===== src/rtl/cpu_types_pkg.sv =====
// Shared CPU types: control bundle carried into EX, scoreboard entries,
// opcode/funct encodings and the immediate-extension helper.
package cpu_types_pkg;

  localparam int CPU_WORD_W = 32;
  localparam int CPU_REG_W  = 5;

  // HALT sits at 0x3E; 0x3F is deliberately left unassigned and decodes as illegal.
  localparam logic [5:0] OP_RTYPE = 6'h00;
  localparam logic [5:0] OP_J     = 6'h02;
  localparam logic [5:0] OP_JAL   = 6'h03;
  localparam logic [5:0] OP_BEQ   = 6'h04;
  localparam logic [5:0] OP_BNE   = 6'h05;
  localparam logic [5:0] OP_ADDI  = 6'h08;
  localparam logic [5:0] OP_ADDIU = 6'h09;
  localparam logic [5:0] OP_SLTI  = 6'h0A;
  localparam logic [5:0] OP_SLTIU = 6'h0B;
  localparam logic [5:0] OP_ANDI  = 6'h0C;
  localparam logic [5:0] OP_ORI   = 6'h0D;
  localparam logic [5:0] OP_XORI  = 6'h0E;
  localparam logic [5:0] OP_LUI   = 6'h0F;
  localparam logic [5:0] OP_LW    = 6'h23;
  localparam logic [5:0] OP_SW    = 6'h2B;
  localparam logic [5:0] OP_HALT  = 6'h3E;

  localparam logic [5:0] FN_SLL  = 6'h00;
  localparam logic [5:0] FN_SRL  = 6'h02;
  localparam logic [5:0] FN_JR   = 6'h08;
  localparam logic [5:0] FN_ADD  = 6'h20;
  localparam logic [5:0] FN_ADDU = 6'h21;
  localparam logic [5:0] FN_SUB  = 6'h22;
  localparam logic [5:0] FN_SUBU = 6'h23;
  localparam logic [5:0] FN_AND  = 6'h24;
  localparam logic [5:0] FN_OR   = 6'h25;
  localparam logic [5:0] FN_XOR  = 6'h26;
  localparam logic [5:0] FN_NOR  = 6'h27;
  localparam logic [5:0] FN_SLT  = 6'h2A;
  localparam logic [5:0] FN_SLTU = 6'h2B;

  typedef enum logic [3:0] {
    ALU_SLL, ALU_SRL, ALU_ADD, ALU_SUB, ALU_AND, ALU_OR,
    ALU_XOR, ALU_NOR, ALU_SLT, ALU_SLTU, ALU_LUI
  } aluop_t;

  typedef enum logic [2:0] {
    PC_SEQ, PC_BEQ, PC_BNE, PC_JUMP, PC_JR
  } pcsrc_t;

  typedef struct packed {
    logic [5:0]            opcode;
    logic [5:0]            funct;
    logic [CPU_REG_W-1:0]  rs;
    logic [CPU_REG_W-1:0]  rt;
    logic [CPU_REG_W-1:0]  dest;
    logic [CPU_REG_W-1:0]  shamt;
    logic [CPU_WORD_W-1:0] imm_ext;
    logic [25:0]           addr;
    aluop_t                ALUOp;
    logic                  ALUsrc;
    logic                  RegWr;
    logic                  dREN;
    logic                  dWEN;
    logic                  MemToReg;
    pcsrc_t                PCsrc;
    logic                  branch;
    logic                  jump;
    logic                  halt;
    logic                  illegal;
  } ctrl_t;

  typedef struct packed {
    logic                 valid;
    logic [CPU_REG_W-1:0] dest;
    logic                 is_load;
  } sb_entry_t;

  function automatic logic [CPU_WORD_W-1:0] ext_imm(input logic [15:0] imm, input logic zero_ext);
    ext_imm = zero_ext ? {16'h0000, imm} : {{16{imm[15]}}, imm};
  endfunction

endpackage


===== src/rtl/pcu_scoreboard.sv =====
// In-flight destination tracker: a shift array of sb_entry_t, slot 0 being
// the instruction now in EX, with a combinational RAW match against ID sources.
module pcu_scoreboard
  import cpu_types_pkg::*;
#(
  parameter int SB_DEPTH = 3,
  parameter bit FORWARD  = 1'b1
) (
  input  logic                 CLK,
  input  logic                 nRST,
  input  logic                 i_freeze,
  input  sb_entry_t            i_push,
  input  logic [CPU_REG_W-1:0] i_rs,
  input  logic [CPU_REG_W-1:0] i_rt,
  input  logic                 i_rd_rs,
  input  logic                 i_rd_rt,
  output logic                 o_match
);

  sb_entry_t            r_slot [SB_DEPTH];
  logic [SB_DEPTH-1:0]  w_hit;

  always_ff @(posedge CLK or negedge nRST) begin
    if (!nRST) begin
      for (int k = 0; k < SB_DEPTH; k++) r_slot[k] <= '0;
    end else if (!i_freeze) begin
      r_slot[0] <= i_push;
      for (int k = 1; k < SB_DEPTH; k++) r_slot[k] <= r_slot[k-1];
    end
  end

  // With forwarding only a load still in EX cannot supply its result in time.
  always_comb begin
    w_hit = '0;
    for (int k = 0; k < SB_DEPTH; k++) begin
      w_hit[k] = r_slot[k].valid && (r_slot[k].dest != 5'd0) &&
                 ((i_rd_rs && (r_slot[k].dest == i_rs)) ||
                  (i_rd_rt && (r_slot[k].dest == i_rt))) &&
                 (!FORWARD || ((k == 0) && r_slot[k].is_load));
    end
  end

  assign o_match = |w_hit;

endmodule


===== src/rtl/pipe_control_unit.sv =====
// ID-stage decoder feeding the ID/EX control register, with hazard stall,
// squash on taken branch, whole-block freeze on MEM stall and sticky halt.
module pipe_control_unit
  import cpu_types_pkg::*;
#(
  parameter int WORD_W   = CPU_WORD_W,
  parameter int REG_W    = CPU_REG_W,
  parameter int SB_DEPTH = 3,
  parameter bit FORWARD  = 1'b1
) (
  input  logic              CLK,
  input  logic              nRST,
  input  logic [WORD_W-1:0] instr,
  input  logic              ihit,
  input  logic              mem_stall,
  input  logic              flush,
  output ctrl_t             ex_ctrl,
  output logic              ex_valid,
  output logic              stall_if,
  output logic              iREN,
  output logic              halt
);

  logic [5:0]       w_op, w_funct;
  logic [REG_W-1:0] w_rs, w_rt, w_rd, w_sh;
  logic [15:0]      w_imm;
  ctrl_t            w_dec;
  logic             w_rd_rs, w_rd_rt;
  logic             w_hz, w_issue, w_stall, w_halt_set, w_halted;
  sb_entry_t        w_push;
  ctrl_t            r_ex_ctrl;
  logic             r_ex_valid, r_halt;

  assign w_op    = instr[31:26];
  assign w_rs    = instr[25:21];
  assign w_rt    = instr[20:16];
  assign w_rd    = instr[15:11];
  assign w_sh    = instr[10:6];
  assign w_funct = instr[5:0];
  assign w_imm   = instr[15:0];

  always_comb begin
    w_dec         = '0;
    w_dec.opcode  = w_op;
    w_dec.funct   = w_funct;
    w_dec.rs      = w_rs;
    w_dec.rt      = w_rt;
    w_dec.shamt   = w_sh;
    w_dec.addr    = instr[25:0];
    w_dec.dest    = w_rt;
    w_dec.imm_ext = ext_imm(w_imm, 1'b0);
    w_dec.ALUOp   = ALU_ADD;
    w_dec.PCsrc   = PC_SEQ;
    w_rd_rs       = 1'b0;
    w_rd_rt       = 1'b0;
    case (w_op)
      OP_RTYPE: begin
        w_dec.dest  = w_rd;
        w_dec.RegWr = 1'b1;
        w_rd_rs     = 1'b1;
        w_rd_rt     = 1'b1;
        case (w_funct)
          FN_ADD, FN_ADDU: w_dec.ALUOp = ALU_ADD;
          FN_SUB, FN_SUBU: w_dec.ALUOp = ALU_SUB;
          FN_AND:          w_dec.ALUOp = ALU_AND;
          FN_OR:           w_dec.ALUOp = ALU_OR;
          FN_XOR:          w_dec.ALUOp = ALU_XOR;
          FN_NOR:          w_dec.ALUOp = ALU_NOR;
          FN_SLT:          w_dec.ALUOp = ALU_SLT;
          FN_SLTU:         w_dec.ALUOp = ALU_SLTU;
          FN_SLL: begin w_dec.ALUOp = ALU_SLL; w_rd_rs = 1'b0; end
          FN_SRL: begin w_dec.ALUOp = ALU_SRL; w_rd_rs = 1'b0; end
          FN_JR: begin
            w_dec.RegWr = 1'b0;
            w_dec.jump  = 1'b1;
            w_dec.PCsrc = PC_JR;
            w_rd_rt     = 1'b0;
          end
          default: begin
            w_dec.illegal = 1'b1;
            w_dec.RegWr   = 1'b0;
            w_rd_rs       = 1'b0;
            w_rd_rt       = 1'b0;
          end
        endcase
      end
      OP_ADDI, OP_ADDIU, OP_SLTI, OP_SLTIU: begin
        w_dec.ALUsrc = 1'b1;
        w_dec.RegWr  = 1'b1;
        w_rd_rs      = 1'b1;
        w_dec.ALUOp  = (w_op == OP_SLTI)  ? ALU_SLT  :
                       (w_op == OP_SLTIU) ? ALU_SLTU : ALU_ADD;
      end
      OP_ANDI, OP_ORI, OP_XORI: begin
        w_dec.ALUsrc  = 1'b1;
        w_dec.RegWr   = 1'b1;
        w_rd_rs       = 1'b1;
        w_dec.imm_ext = ext_imm(w_imm, 1'b1);
        w_dec.ALUOp   = (w_op == OP_ANDI) ? ALU_AND :
                        (w_op == OP_ORI)  ? ALU_OR  : ALU_XOR;
      end
      OP_LUI: begin
        w_dec.ALUsrc  = 1'b1;
        w_dec.RegWr   = 1'b1;
        w_dec.ALUOp   = ALU_LUI;
        w_dec.imm_ext = {w_imm, 16'h0000};
      end
      OP_LW: begin
        w_dec.ALUsrc   = 1'b1;
        w_dec.RegWr    = 1'b1;
        w_dec.dREN     = 1'b1;
        w_dec.MemToReg = 1'b1;
        w_rd_rs        = 1'b1;
      end
      OP_SW: begin
        w_dec.ALUsrc = 1'b1;
        w_dec.dWEN   = 1'b1;
        w_rd_rs      = 1'b1;
        w_rd_rt      = 1'b1;
      end
      OP_BEQ, OP_BNE: begin
        w_dec.ALUOp  = ALU_SUB;
        w_dec.branch = 1'b1;
        w_dec.PCsrc  = (w_op == OP_BEQ) ? PC_BEQ : PC_BNE;
        w_rd_rs      = 1'b1;
        w_rd_rt      = 1'b1;
      end
      OP_J: begin
        w_dec.jump  = 1'b1;
        w_dec.PCsrc = PC_JUMP;
      end
      OP_JAL: begin
        w_dec.jump  = 1'b1;
        w_dec.PCsrc = PC_JUMP;
        w_dec.RegWr = 1'b1;
        w_dec.dest  = 5'd31;
      end
      OP_HALT: w_dec.halt = 1'b1;
      default: w_dec.illegal = 1'b1;
    endcase
  end

  pcu_scoreboard #(.SB_DEPTH(SB_DEPTH), .FORWARD(FORWARD)) u_sb (
    .CLK      (CLK),
    .nRST     (nRST),
    .i_freeze (mem_stall),
    .i_push   (w_push),
    .i_rs     (w_dec.rs),
    .i_rt     (w_dec.rt),
    .i_rd_rs  (w_rd_rs),
    .i_rd_rt  (w_rd_rt),
    .o_match  (w_hz)
  );

  // A HALT leaving EX also blocks whatever sits behind it in ID on the same edge.
  assign w_halt_set = r_ex_valid & r_ex_ctrl.halt & ~flush & ~mem_stall;
  assign w_halted   = r_halt | w_halt_set;

  always_comb begin
    w_issue = 1'b0;
    w_stall = 1'b0;
    if (mem_stall) begin
      w_stall = 1'b1;
    end else if (w_halted || flush) begin
      w_stall = 1'b0;
    end else if (w_hz && ihit) begin
      w_stall = 1'b1;
    end else begin
      w_issue = ihit;
    end
  end

  assign w_push = '{valid: w_issue & w_dec.RegWr, dest: w_dec.dest, is_load: w_dec.dREN};

  always_ff @(posedge CLK or negedge nRST) begin
    if (!nRST) begin
      r_ex_ctrl  <= '0;
      r_ex_valid <= 1'b0;
      r_halt     <= 1'b0;
    end else begin
      r_halt <= r_halt | w_halt_set;
      if (!mem_stall) begin
        r_ex_valid <= w_issue;
        r_ex_ctrl  <= w_issue ? w_dec : '0;
      end
    end
  end

  assign ex_ctrl  = r_ex_ctrl;
  assign ex_valid = r_ex_valid;
  assign halt     = r_halt;
  assign iREN     = ~r_halt;
  assign stall_if = w_stall;

endmodule

===== config.mk =====
export PLATFORM = sky130hd
export DESIGN_NAME = pipe_control_unit
export DESIGN_NICKNAME = d
export VERILOG_FILES = /design/src/rtl/cpu_types_pkg.sv /design/src/rtl/pcu_scoreboard.sv /design/src/rtl/pipe_control_unit.sv
export SDC_FILE = /design/constraint.sdc
export NUM_CORES = 1
export LEC_CHECK = 0
export ABC_AREA = 1
export ABC_CLOCK_PERIOD_IN_PS = 1500
export BUFFER_PORTS_ARGS = -buffer_cell sky130_fd_sc_hd__buf_2
export CORE_ASPECT_RATIO = 0.7
export CORE_MARGIN = 4
export CORE_UTILIZATION = 36
export CTS_BUF_LIST = sky130_fd_sc_hd__clkbuf_8
export CTS_CLUSTER_SIZE = 40
export DETAILED_ROUTE_END_ITERATION = 10
export GPL_ROUTABILITY_DRIVEN = 0
export PLACE_DENSITY = 0.6
export SLEW_MARGIN = 20
export SYNTH_ARGS = -nofsm -noshare
export SYNTH_HDL_FRONTEND = slang
export SYNTH_SLANG_ARGS = --single-unit
export TNS_END_PERCENT = 20

===== constraint.sdc =====
create_clock -name CLK -period 1.5 [get_ports CLK]
set_clock_uncertainty 0.15 [all_clocks]
set_input_delay 0.075 -clock CLK [delete_from_list [all_inputs] [get_ports CLK]]
set_output_delay 0.075 -clock CLK [all_outputs]
set_load 0.02 [all_outputs]

# == Word-level counts from Yosys, hierarchy flattened ==
# Index checks and enable logic that the tools add are counted.
# W data, S select, Z words.
# totals
ram_bits,0
wordCells,117
regBits,115
latchBits,0
mem_bits_ro,0
memories,0
output_inout_bits,110
# classes
n_eq_ne,29
bitwise_logic,8
n_addsub,0
div_mod_pow,0
n_shift,0
n_lt_le_gt_ge,0
reduce_logical,24
n_mul,0
muxes,32
# op_table
operator,count
$mux W106,1
$eq A6 B6 Y1 const B,13
$pmux W32 S2,1
$eq A6 B4 Y1 const B,9
$pmux W4 S9,1
$reduce_or A11 Y1,2
$pmux W4 S5,1
$reduce_or A10 Y1,2
$eq A6 B2 Y1 const B,3
$mux W1,15
$reduce_or A15 Y1,1
$reduce_or A13 Y1,1
$eq A6 B3 Y1 const B,2
$logic_not A6 Y1,2
$reduce_or A12 Y1,1
$eq A5 B5 Y1,2
$pmux W1 S2,5
$pmux W5 S2,1
$pmux W3 S3,1
$mux W4,2
$logic_and A1 B1 Y1,6
$mux W2,3
$reduce_or A2 Y1,3
$reduce_or A3 Y1,2
other kinds (7),13

# == Logic depth before layout (Yosys ltp) ==
# Gate-level depths: netlist of the first run.
# logic_depth
word_depth,13
mapped_depth,15
depth_no_buf,13

# == Cells and area by module ==
# Synthesis of the first run repeated with hierarchy kept, for this count alone.
# hier_totals
cells_unflattened,539
hier_area_um2,4798.4
# modules_own_cells
mod,area_each_um2,cells_per_inst,n_inst
pipe_control_unit,4340.4,465,1
pcu_scoreboard,457.9,74,1

# == Least setup slack after synthesis of the first run ==
# No wires, ideal clock.
# synth_timing
kind,register to output
from,register u_sb.r_slot[17] (netlist bit)
to,output stall_if
t_required_ps,1275
setup_slack_ps,-218
stages_incl_launch_ff,10
arrival_time_ps,1493
path_cell_list,dfrtp_1 inv_1 or2_2 nand3_1 nor3_1 nand2_1 nand2_1 nand2_4 buf_6 o21ai_1
# synth_via
elab_chain_len,9
word_cells_on_any_way,13
# synth_rtl
element,line_no,source
from (decl),pcu_scoreboard.sv:20,sb_entry_t r_slot [SB_DEPTH];
$eq A5 B5 Y1 (on tied branches),"pcu_scoreboard.sv:37, pcu_scoreboard.sv:38",
$logic_and A1 B1 Y1 (on tied branches),"pcu_scoreboard.sv:37, pcu_scoreboard.sv:38",
$logic_or A1 B1 Y1,pcu_scoreboard.sv:37,((i_rd_rs && (r_slot[k].dest == i_rs)) ||
$logic_and A1 B1 Y1 *,pcu_scoreboard.sv:36,w_hit[k] = r_slot[k].valid && (r_slot[k].dest != 5'd0) &&
$logic_and A1 B1 Y1 *,pcu_scoreboard.sv:38,(i_rd_rt && (r_slot[k].dest == i_rt))) &&
$logic_and A1 B1 Y1 *,pipe_control_unit.sv:166,end else if (w_hz && ihit) begin
$mux W1 *,pipe_control_unit.sv:166,
$mux W1 *,pipe_control_unit.sv:164,end else if (w_halted || flush) begin
$mux W1 *,pipe_control_unit.sv:162,if (mem_stall) begin
to (decl),pipe_control_unit.sv:19,"output logic stall_if,"
# Mark *: on every way between the ends. The rest lies on a longest branch, timed or not.

# == Worst setup path after layout of the first run ==
# Same ends and word-level chain as after synthesis.

==> results of run 1 <==
==> final timing paths <==
path	start	endpoint	slack, ps	depth (start not counted)
max	u_sb.r_slot[17]	stall_if	-550	9
min	ihit	ex_ctrl[105]	40	5
max reg2reg	u_sb.r_slot[18]	ex_ctrl[29]	-530	9
min reg2reg	ex_ctrl[71]	ex_ctrl[71]	330	2
max in group asynchronous	nRST	ex_ctrl[104]	660	3
min in group asynchronous	nRST	ex_ctrl[105]	120	3
==> synth_stat cells <==
cell	n
inv_2	5
o311ai_0	1
buf_4	33
xor2_1	1
dfrtp_1	92
nand2_4	3
nand2_8	1
nand2_2	1
buf_8	1
clkinv_1	1
o21ai_1	7
buf_2	8
a21oi_1	19
nand3_2	3
nand4_1	83
nand2_1	220
xnor2_1	2
o22ai_1	2
nor3_1	3
nand3_1	24
buf_6	2
o221ai_1	5
or2_2	3
nor2_8	1
nor2_1	25
buf_1	8
o21ai_2	7
nor2_2	4
nand3b_1	1
clkbuf_1	14
o21ai_0	20
inv_1	60
a211oi_1	1
==> cell families after synthesis <==
kind of cell    after synthesis  share of synthesized area (%)
xor+xnor                      3                          0.517
simple gates                372                           34.1
compound gates               62                           7.16
buf+inv                     132                           12.9
flops                        92                           45.3
==> sequential cells by signal (all words and copies together), names as in the netlist <==
register / cells
ex_valid: 1
u_sb.r_slot: 6
ex_ctrl: 84
halt: 1
==> worst reg2reg max path, delay by kind of cell, from the launching register on <==
family / cells / cell delay (ps)
simple gates: 4 / 440
compound gates: 1 / 250
flops: 1 / 410
buf+inv: 4 / 710
==> power by group through the flow <==
| stage | Clock, mW | Sequential (mW) | Combinational, mW |
|---|---|---|---|
| global route | 1.75 | 2.72 | 1.35 |
| finish | 1.62 | 2.70 | 1.23 |
| global placement | 0 | 2.74 | 1.13 |
| CTS | 1.65 | 2.70 | 1.22 |
| detailed placement | 0 | 2.74 | 1.14 |
| floorplan | 0 | 2.88 | 0.516 |
==> layout make-up <==
type	count	area, µm²
clock buffer	9	124
clock inverter	5	47.5
inverter	66	248
tap	190	238
antenna	1	2.50
sequential	92	2300
timing repair buffer	262	1830
fill	1406	6890
multi-input combinational	437	2190
==> metal layers <==
metal  GRT usage (%)  vias up
li1                -     2569
met1            35.1     2455
met2            28.1      186
met3            5.01       16
met4            3.59        0
met5               0        -
==> timing repair <==
item,CTS,global route
setup buffers,3,0
hold endpoints to repair,133,0
setup endpoints to repair,86,86
pin swaps,17,5
hold buffers,34,0
cloned,1,0
resized for setup,15,4
==> through the flow <==
step / worst slack (ps) / area (µm²) / power, mW / TNS [ps]
2_1_floorplan: -59.5 / 5140 / 3.39 / -1190
3_3_place_gp: -359 / 6360 / 3.88 / -27390
3_5_place_dp: -381 / 6360 / 3.88 / -28350
4_1_cts: -593 / 6980 / 5.57 / -43080
5_1_grt: -648 / 6980 / 5.81 / -48910
6_report: -547 / 6980 / 5.54 / -39340
==> metrics.md, run 1 <==
| Metric | Value |
|---|---|
| Peak Freq | `0.489 GHz` |
| CP bufs+invs | `2` |
| Worst Slack Setup Final | `-547 ps` |
| Leak Pwr | `4.14 nW` |
| # nets final | `905` |
| Met1 WL | `9020 µm` |
| CP Class | `reg -> out` |
| Setup violators final | `86` |
| Largest net degree at the start of global routing | `93` |
| Clk slew on worst S/H paths | `90 ps` |
| Area grow syn2layout | `37.3%` |
| Failing checks | `negative setup slack` |
| Tightest Pin Transition | `622 ps` |
| CP required | `1270 ps` |
| Net Sw Power | `1.74 mW` |
| Warnings from Yosys | `0` |
| Max Cap Viol | `0` |
| Post-DP HPWL | `12100 µm` |
| Library cells used by synthesis | `33` |
| WHS | `36.9 ps` |
| CP peak stage delay | `380 ps` |
| Worst skew pair latency | `370 ps` |
| CP cell instances | `inv_2 -> or2_4 -> nand3_2 -> nor3_2 -> nand2_1 -> nand2_2 -> nand2_8 -> o21ai_4 -> buf_6` |
| Layout cell share with drive strength beyond 1 | `32.3%` |
| Final hold vios | `0` |
| Final core utilization | `50.3%` |
| Port Buffers | `146` |
| Top Ports | `147` |
| Worst path arrival time | `1820 ps` |
| Post-synthesis cell area | `0.00508 mm²` |
| Mean Syn Cell Area | `7.69 µm²` |
| Die height | `107 µm` |
| Pwr Density | `794 mW/mm²` |
| Startpoint Class | `register` |
| Slew headroom | `58.5%` |
| #FFs+latches synth | `92` |
| Comb power frac | `22.2%` |
| Core box area | `0.0139 mm²` |
| DRT iter0 DRCs | `367` |
| Critical path fanouts, max | `6` |
| Row count | `36` |
| Global-route wire length before repair | `27200 µm` |
| Worst hold path class | `in -> reg` |
| Top cell type's share of synthesized area | `45.3%` |
| TritonCTS clock tree | `yes` |
| Area of the die | `0.0161 mm²` |
| Cell family with most CP delay | `simple AND/OR/NAND/NOR gates` |
| Routed Wire Length | `16900 µm` |
| Min Tclk post-route | `2050 ps` |
| Clk buf depth | `2` |
| Clk pwr share | `29.2%` |
| Commonest non-fill, non-tap cells in the layout | `218 x nand2_1, 144 x buf_2, 90 x dfrtp_1` |
| Register area share after synthesis | `45.3%` |
| CTS H-tree lvls | `3` |
| GR Overflow Total | `0` |
| Vias per inst | `4.92` |
| Initial Util | `36.6%` |
| DR WL/cell | `15.9 µm` |
| DIE WIDTH | `150 µm` |
| Sinks on the clock net | `92` |
| DRC violations left | `0` |
| Cts bufs inserted | `9` |
| CP Capture Type | `primary output` |
| Status | `complete, but fails checks` |
| Cells after Synth | `661` |
| Uppermost layer routed | `met4` |
| Pre-antenna DRT Iters | `7` |
| Max VDD drop | `0.366 mV` |
| Total track usage | `21.4%` |
| Vias | `5226` |
| Root buf cell | `clkbuf_8` |
| Top cells by area, synth | `dfrtp_1 45%, nand2_1 16%, nand4_1 10%` |
| Syn Nets | `698` |
| Period utilization | `136%` |
| Initial antenna violation count | `0` |
| Vias in the first global route | `4924` |
| Met3 wire length | `1220 µm` |
| Net Sw Frac | `31.4%` |
| Commonest non-fill, non-tap cell in the layout | `nand2_1` |
| Int Pwr | `3.81 mW` |
| Final Slew Violations | `0` |
| DP Cell Count | `1010` |
| Power share of the sequential group | `48.6%` |
| Worst path slowest cell | `dfrtp_1` |
| RSZ-0062 raised after global routing | `yes` |
| Post-Layout Cell Count | `1062` |
| Met2 Routed Length | `6520 µm` |
| Leading area contributor after synthesis | `dfrtp_1` |
| Antenna viol nets, final | `0` |
Power figures use the tool's default switching activity.
==> run 2: changes to the inputs <==
--- a/config.mk
+++ b/config.mk
@@ -10,12 +10,12 @@
 export BUFFER_PORTS_ARGS = -buffer_cell sky130_fd_sc_hd__buf_2
 export CORE_ASPECT_RATIO = 0.7
 export CORE_MARGIN = 4
-export CORE_UTILIZATION = 36
+export CORE_UTILIZATION = 35
 export CTS_BUF_LIST = sky130_fd_sc_hd__clkbuf_8
 export CTS_CLUSTER_SIZE = 40
 export DETAILED_ROUTE_END_ITERATION = 10
 export GPL_ROUTABILITY_DRIVEN = 0
-export PLACE_DENSITY = 0.6
+export PLACE_DENSITY = 0.59
 export SLEW_MARGIN = 20
 export SYNTH_ARGS = -nofsm -noshare
 export SYNTH_HDL_FRONTEND = slang
==> metrics.md, run 2 (synthesized netlist as in run 1, its figures left out) <==
| Metric | Value |
|---|---|
| Commonest non-fill, non-tap cell in the layout | `nand2_1` |
| Leak Pwr | `4.22 nW (+2.1%)` |
| Setup violators final | `86 (unchanged)` |
| Area grow syn2layout | `40.3%` |
| CP Capture Type | `primary output` |
| Die height | `109 µm (+1.3%)` |
| CP required | `1270 ps (about the same)` |
| Fin area | `0.00713 mm² (+2.2%)` |
| Final hold vios | `0 (unchanged)` |
| Startpoint Class | `register` |
| Worst skew pair latency | `370 ps (about the same)` |
| Final Slew Violations | `0 (unchanged)` |
| # nets final | `909 (+0.44%)` |
| Status | `complete, but fails checks` |
| Routed Wire Length | `17600 µm (+3.8%)` |
| Initial antenna violation count | `0 (unchanged)` |
| Port Buffers | `146 (unchanged)` |
| Commonest non-fill, non-tap cells in the layout | `217 x nand2_1, 144 x buf_2, 90 x dfrtp_1` |
| Post-DP HPWL | `12800 µm (+6.3%)` |
| RSZ-0062 raised after global routing | `yes` |
| Peak Freq | `0.479 GHz (-2.0%)` |
| Top Ports | `147 (unchanged)` |
| Total track usage | `21.1% (-0.32 points)` |
| DR WL/cell | `16.4 µm (+3.4%)` |
| Sinks on the clock net | `92 (unchanged)` |
| DRT iter0 DRCs | `525 (+43%)` |
| Clk buf depth | `2 (unchanged)` |
| Min Tclk post-route | `2090 ps (+41.7 ps)` |
| Largest net degree at the start of global routing | `88 (-5.4%)` |
| Total Power | `5.65 mW (+1.9%)` |
| Antenna viol nets, final | `0 (unchanged)` |
| Failing checks | `negative setup slack` |
| Row count | `36 (unchanged)` |
| CP Class | `reg -> out` |
| Slew headroom | `45.6% (-13 points)` |
| CTS H-tree lvls | `3 (unchanged)` |
| DRC violations left | `0 (unchanged)` |
| GR Overflow Total | `0 (unchanged)` |
| Pwr Density | `792 mW/mm² (-0.29%)` |
| Core box area | `0.0141 mm² (+1.3%)` |
| Initial Util | `36.2% (-0.47 points)` |
| Global-route wire length before repair | `27900 µm (+2.4%)` |
| DIE WIDTH | `152 µm (+1.3%)` |
| Vias | `5374 (+2.8%)` |
| Worst Slack Setup Final | `-589 ps (-41.7 ps)` |
| Diodes inserted | `0 (-1)` |
| Tightest Pin Transition | `816 ps (+193 ps)` |
| Vias per inst | `5.04 (+2.4%)` |
| Clk slew on worst S/H paths | `90 ps (about the same)` |
| Period utilization | `139% (+2.8 points)` |
| Root buf cell | `clkbuf_8` |
| Cts bufs inserted | `9 (unchanged)` |
| Critical path fanouts, max | `6 (unchanged)` |
| Pre-antenna DRT Iters | `5 (-2)` |
| Worst hold path class | `in -> reg` |
| Layout cell share with drive strength beyond 1 | `33.4% (+1.1 points)` |
| Placement Cell Area | `0.00637 mm² (+0.20%)` |
| TritonCTS clock tree | `yes` |
| Max reg flops | `84 (unchanged)` |
| Worst path arrival time | `1860 ps (+40 ps)` |
| Max Cap Viol | `0 (unchanged)` |
| Max VDD drop | `0.407 mV (+11%)` |
| Vias in the first global route | `5084 (+3.2%)` |
| Area of the die | `0.0165 mm² (+2.7%)` |
| Final TNS setup | `-37620 ps (+1710 ps)` |
## run 2: cell types whose count changed in the layout (fill, tap and decap cells not counted), moves of 2 or more
cell           delta
buf_12            +4
clkbuf_8          +4
buf_4             -3
inv_1             -3
buf_16            +2
buf_6             +2
clkbuf_16         +2
dlygate4sd3_1     -2
## run 2: timing repair
action	in CTS	in global routing
hold buffers	33	0
endpoints found under the setup margin	86	104
resized for setup	14	16
pin swaps	7	20
cloned	2	2
endpoints found under the hold margin	133	0
setup buffers	3	1
## run 2: layout make-up
class	count	area (µm²)
Clock buffer	13	179
Clock inverter	3	18.8
Fill cell	1378	6920
Inverter	66	248
Multi-Input combinational cell	437	2180
Sequential cell	92	2300
Tap cell	190	238
Timing Repair Buffer	266	1960
## run 2: metrics by stage
stage / util (%) / setup WS (ps) / std cells / hold WS, ps
CTS: 50.0 / -658 / 1064 / 8.37
global route: 50.7 / -714 / 1067 / 16.7
finish: 50.7 / -589 / 1067 / 19.5
floorplan: - / -59.5 / 661 / -371
detailed placement: 45.3 / -402 / 1010 / -164
global placement: 45.3 / -350 / 1010 / -163
## run 2: worst max-delay path, stage by stage (launching register included)
cell	delay, ps
dfrtp_1	380
inv_2	110
or2_4	130
nand3_2	80
nor3_2	190
nand2_1	90
nand2_2	80
nand2_4	60
buf_12	130
o21ai_4	120
buf_6	130
## run 2: metal layers
layer / track usage (%) / share of wire (%) / vias to the layer above
li1: - / - / 2586
met1: 33.3 / 52 / 2532
met2: 29.0 / 39 / 240
met3: 4.60 / 7.9 / 16
met4: 4.68 / 1.2 / 0
met5: 0 / 0 / -
## run 2: path summary, 6_finish.rpt
kind / end / slack, ps / startpoint / cells past startpoint
max: stall_if / -590 / u_sb.r_slot[17] / 10
min: ex_ctrl[95] / 20 / instr[1] / 4
max reg2reg: ex_ctrl[1] / -500 / u_sb.r_slot[17] / 12
min reg2reg: ex_ctrl[0] / 320 / ex_ctrl[0] / 2
max in group asynchronous: ex_valid / 220 / nRST / 3
min in group asynchronous: ex_ctrl[1] / 90 / nRST / 3
## run 2: report_power, final
group	total, mW	internal [mW]	switching (mW)
clock network	1.70	0.783	0.918
logic	1.25	0.472	0.777
registers	2.70	2.61	0.0887
==> run 3: changes to the inputs <==
--- a/config.mk
+++ b/config.mk
@@ -7,17 +7,18 @@
 export LEC_CHECK = 0
 export ABC_AREA = 1
 export ABC_CLOCK_PERIOD_IN_PS = 1500
-export BUFFER_PORTS_ARGS = -buffer_cell sky130_fd_sc_hd__buf_2
 export CORE_ASPECT_RATIO = 0.7
 export CORE_MARGIN = 4
 export CORE_UTILIZATION = 35
 export CTS_BUF_LIST = sky130_fd_sc_hd__clkbuf_8
 export CTS_CLUSTER_SIZE = 40
 export DETAILED_ROUTE_END_ITERATION = 10
+export DONT_BUFFER_PORTS = 1
 export GPL_ROUTABILITY_DRIVEN = 0
-export PLACE_DENSITY = 0.59
+export MAX_ROUTING_LAYER = met4
+export PLACE_DENSITY = 0.5
 export SLEW_MARGIN = 20
 export SYNTH_ARGS = -nofsm -noshare
 export SYNTH_HDL_FRONTEND = slang
 export SYNTH_SLANG_ARGS = --single-unit
-export TNS_END_PERCENT = 20
+export TNS_END_PERCENT = 5
==> metrics.md, run 3 (synthesized netlist as in run 1, its figures left out) <==
| Metric | Value |
|---|---|
| Slew headroom | `71.8% (+26 points)` |
| Pre-antenna DRT Iters | `5 (unchanged)` |
| Peak Freq | `0.500 GHz (+4.5%)` |
| CP Class | `reg -> out` |
| Int Pwr | `3.80 mW (-1.8%)` |
| Period utilization | `133% (-6.0 points)` |
| DRC violations left | `0 (unchanged)` |
| Grt met2 use | `29.8% (+0.89 points)` |
| Min Tclk post-route | `2000 ps (-89.5 ps)` |
| Failing checks | `negative hold slack, negative setup slack` |
| Final hold vios | `93 (+93)` |
| Critical path fanouts, max | `2 (-4)` |
| DR WL/cell | `18.7 µm (+14%)` |
| Global-route wire length before repair | `28200 µm (+1.3%)` |
| Comb power frac | `15.3% (-6.8 points)` |
| DRT iter0 DRCs | `352 (-33%)` |
| Antenna viol nets, final | `0 (unchanged)` |
| Root buf cell | `clkbuf_8` |
| Final TNS setup | `-33340 ps (+4280 ps)` |
| Commonest non-fill, non-tap cell in the layout | `nand2_1` |
| Core box area | `0.0141 mm² (unchanged)` |
| Worst hold path class | `in -> async` |
| Port Buffers | `0 (-100%)` |
| Depth of the most critical reg-to-reg path | `11 (-1)` |
| # nets final | `804 (-12%)` |
| CP required | `1270 ps (about the same)` |
| Max Cap Viol | `0 (unchanged)` |
| Net Sw Power | `1.66 mW (-6.8%)` |
| RSZ-0062 raised after global routing | `yes` |
| Worst Slack Setup Final | `-499 ps (+89.5 ps)` |
| Worst path arrival time | `1770 ps (-90 ps)` |
| Reg2Reg Setup Slack | `-450 ps (+50 ps)` |
| Top Ports | `147 (unchanged)` |
| Area grow syn2layout | `34.0%` |
| DIE WIDTH | `152 µm (unchanged)` |
| Met1 usage | `31.3% (-2.0 points)` |
| Vias | `5056 (-5.9%)` |
| FILL cells | `1387 (+0.65%)` |
| Routed Wire Length | `18000 µm (+2.6%)` |
| Setup violators final | `86 (unchanged)` |
| Initial Util | `36.2% (unchanged)` |
| Area of the die | `0.0165 mm² (unchanged)` |
| M3 GR Usage | `8.57% (+4.0 points)` |
| Clk slew on worst S/H paths | `100 ps (about the same)` |
| Row count | `36 (unchanged)` |
| Post-DP HPWL | `11600 µm (-9.7%)` |
| GR Overflow Total | `0 (unchanged)` |
| CTS H-tree lvls | `3 (unchanged)` |
| GRT busiest layer | `met1` |
| R2r endpoint | `ex_ctrl[71]` |
| Cts bufs inserted | `9 (unchanged)` |
| WHS | `-779 ps (-798 ps)` |
| Pwr Density | `801 mW/mm² (+1.2%)` |
| Layout cell share with drive strength beyond 1 | `17.0% (-16 points)` |
| TritonCTS clock tree | `yes` |
| Power share of the sequential group | `53.0% (+5.2 points)` |
| Tightest Pin Transition | `422 ps (-393 ps)` |
| Status | `complete, but fails checks` |
| FF-to-FF Start | `u_sb.r_slot[19]` |
| Final core utilization | `48.5% (-2.3 points)` |
| Net Sw Frac | `30.4% (-1.1 points)` |
| Clk buf depth | `2 (unchanged)` |
| DP Worst Slack | `-256 ps (+147 ps)` |
| Max VDD drop | `0.537 mV (+32%)` |
| Initial antenna violation count | `0 (unchanged)` |
| Sinks on the clock net | `92 (unchanged)` |
| Leak Pwr | `3.53 nW (-16%)` |
| Final Slew Violations | `0 (unchanged)` |
| Clk pwr share | `31.7% (+1.6 points)` |
| Vias in the first global route | `5074 (-0.20%)` |
| Vias per inst | `5.26 (+4.4%)` |
| Die height | `109 µm (unchanged)` |
| Total track usage | `22.4% (+1.3 points)` |
| Max reg flops | `84 (unchanged)` |
| CP Capture Type | `primary output` |
| Largest net degree at the start of global routing | `93 (+5.7%)` |
| Diodes inserted | `0 (unchanged)` |
| Commonest non-fill, non-tap cells in the layout | `219 x nand2_1, 90 x dfrtp_1, 90 x dlygate4sd3_1` |
| Startpoint Class | `register` |
| Worst skew pair latency | `390 ps (+20 ps)` |
-- run 3: cell types whose count changed in the layout (fill, tap and decap cells not counted), sizes merged --
cell,delta
clkinvlp,+2
buf,-163
clkbuf,-3
dlygate4sd3,+58
bufinv,+1
-- run 3: power groups by stage --
stage / clock (mW) / combinational [mW] / sequential [mW]
after floorplan: 0 / 0.516 / 2.88
after global placement: 0 / 0.586 / 2.94
after detailed placement: 0 / 0.591 / 2.94
after CTS: 1.78 / 0.807 / 2.89
after global routing: 1.91 / 0.918 / 2.92
final: 1.73 / 0.835 / 2.89
-- run 3: what timing repair did --
| item | in CTS | in global routing |
|---|---|---|
| pin swaps | 6 | 18 |
| gates cloned | 0 | 2 |
| hold endpoints to repair | 184 | 95 |
| setup buffers | 2 | 2 |
| resized for setup | 4 | 16 |
| endpoints found under the setup margin | 86 | 86 |
| hold buffers | 91 | 2 |
-- run 3: metrics by stage --
| step | std cells | instance area, µm² | total power, mW |
|---|---|---|---|
| 5_1_grt | 962 | 6810 | 5.74 |
| 6_report | 962 | 6810 | 5.46 |
| 3_5_place_dp | 847 | 5520 | 3.53 |
| 4_1_cts | 956 | 6680 | 5.48 |
| 2_1_floorplan | 661 | 5130 | 3.39 |
| 3_3_place_gp | 847 | 5520 | 3.53 |
-- run 3: per-layer routing --
layer  share of wire [%]  vias up
met4                 2.2        0
met5                   0        -
li1                    -     2368
met1                  48     2423
met3                  11       27
met2                  39      238
-- run 3: worst max path at each step --
stage / from / cells after the start / end
floorplan: ex_ctrl[1] / 9 / ex_ctrl[1]
global placement: u_sb.r_slot[19] / 8 / ex_ctrl[29]
detailed placement: u_sb.r_slot[18] / 8 / ex_ctrl[29]
CTS: u_sb.r_slot[15] / 9 / stall_if
global route: u_sb.r_slot[16] / 11 / stall_if
finish: u_sb.r_slot[19] / 8 / stall_if
-- run 3: layout make-up --
class                      count  area [µm²]  share of cell area (%)
inverter                      66         248                    3.64
tap                          190         238                    3.49
sequential                    92        2300                    33.8
timing repair buffer         161        1640                    24.1
multi-input combinational    437        2180                    32.0
clock inverter                 6        63.8                   0.937
clock buffer                  10         138                    2.02
-- run 3: critical path: stages, from the launching register on --
cell and delay (ps):
dfrtp_1 410, buf_4 140, xor2_1 150, nor3_2 160, nand2_1 70, nand2_2 80
nand2_4 60, buf_12 130, o21ai_4 190
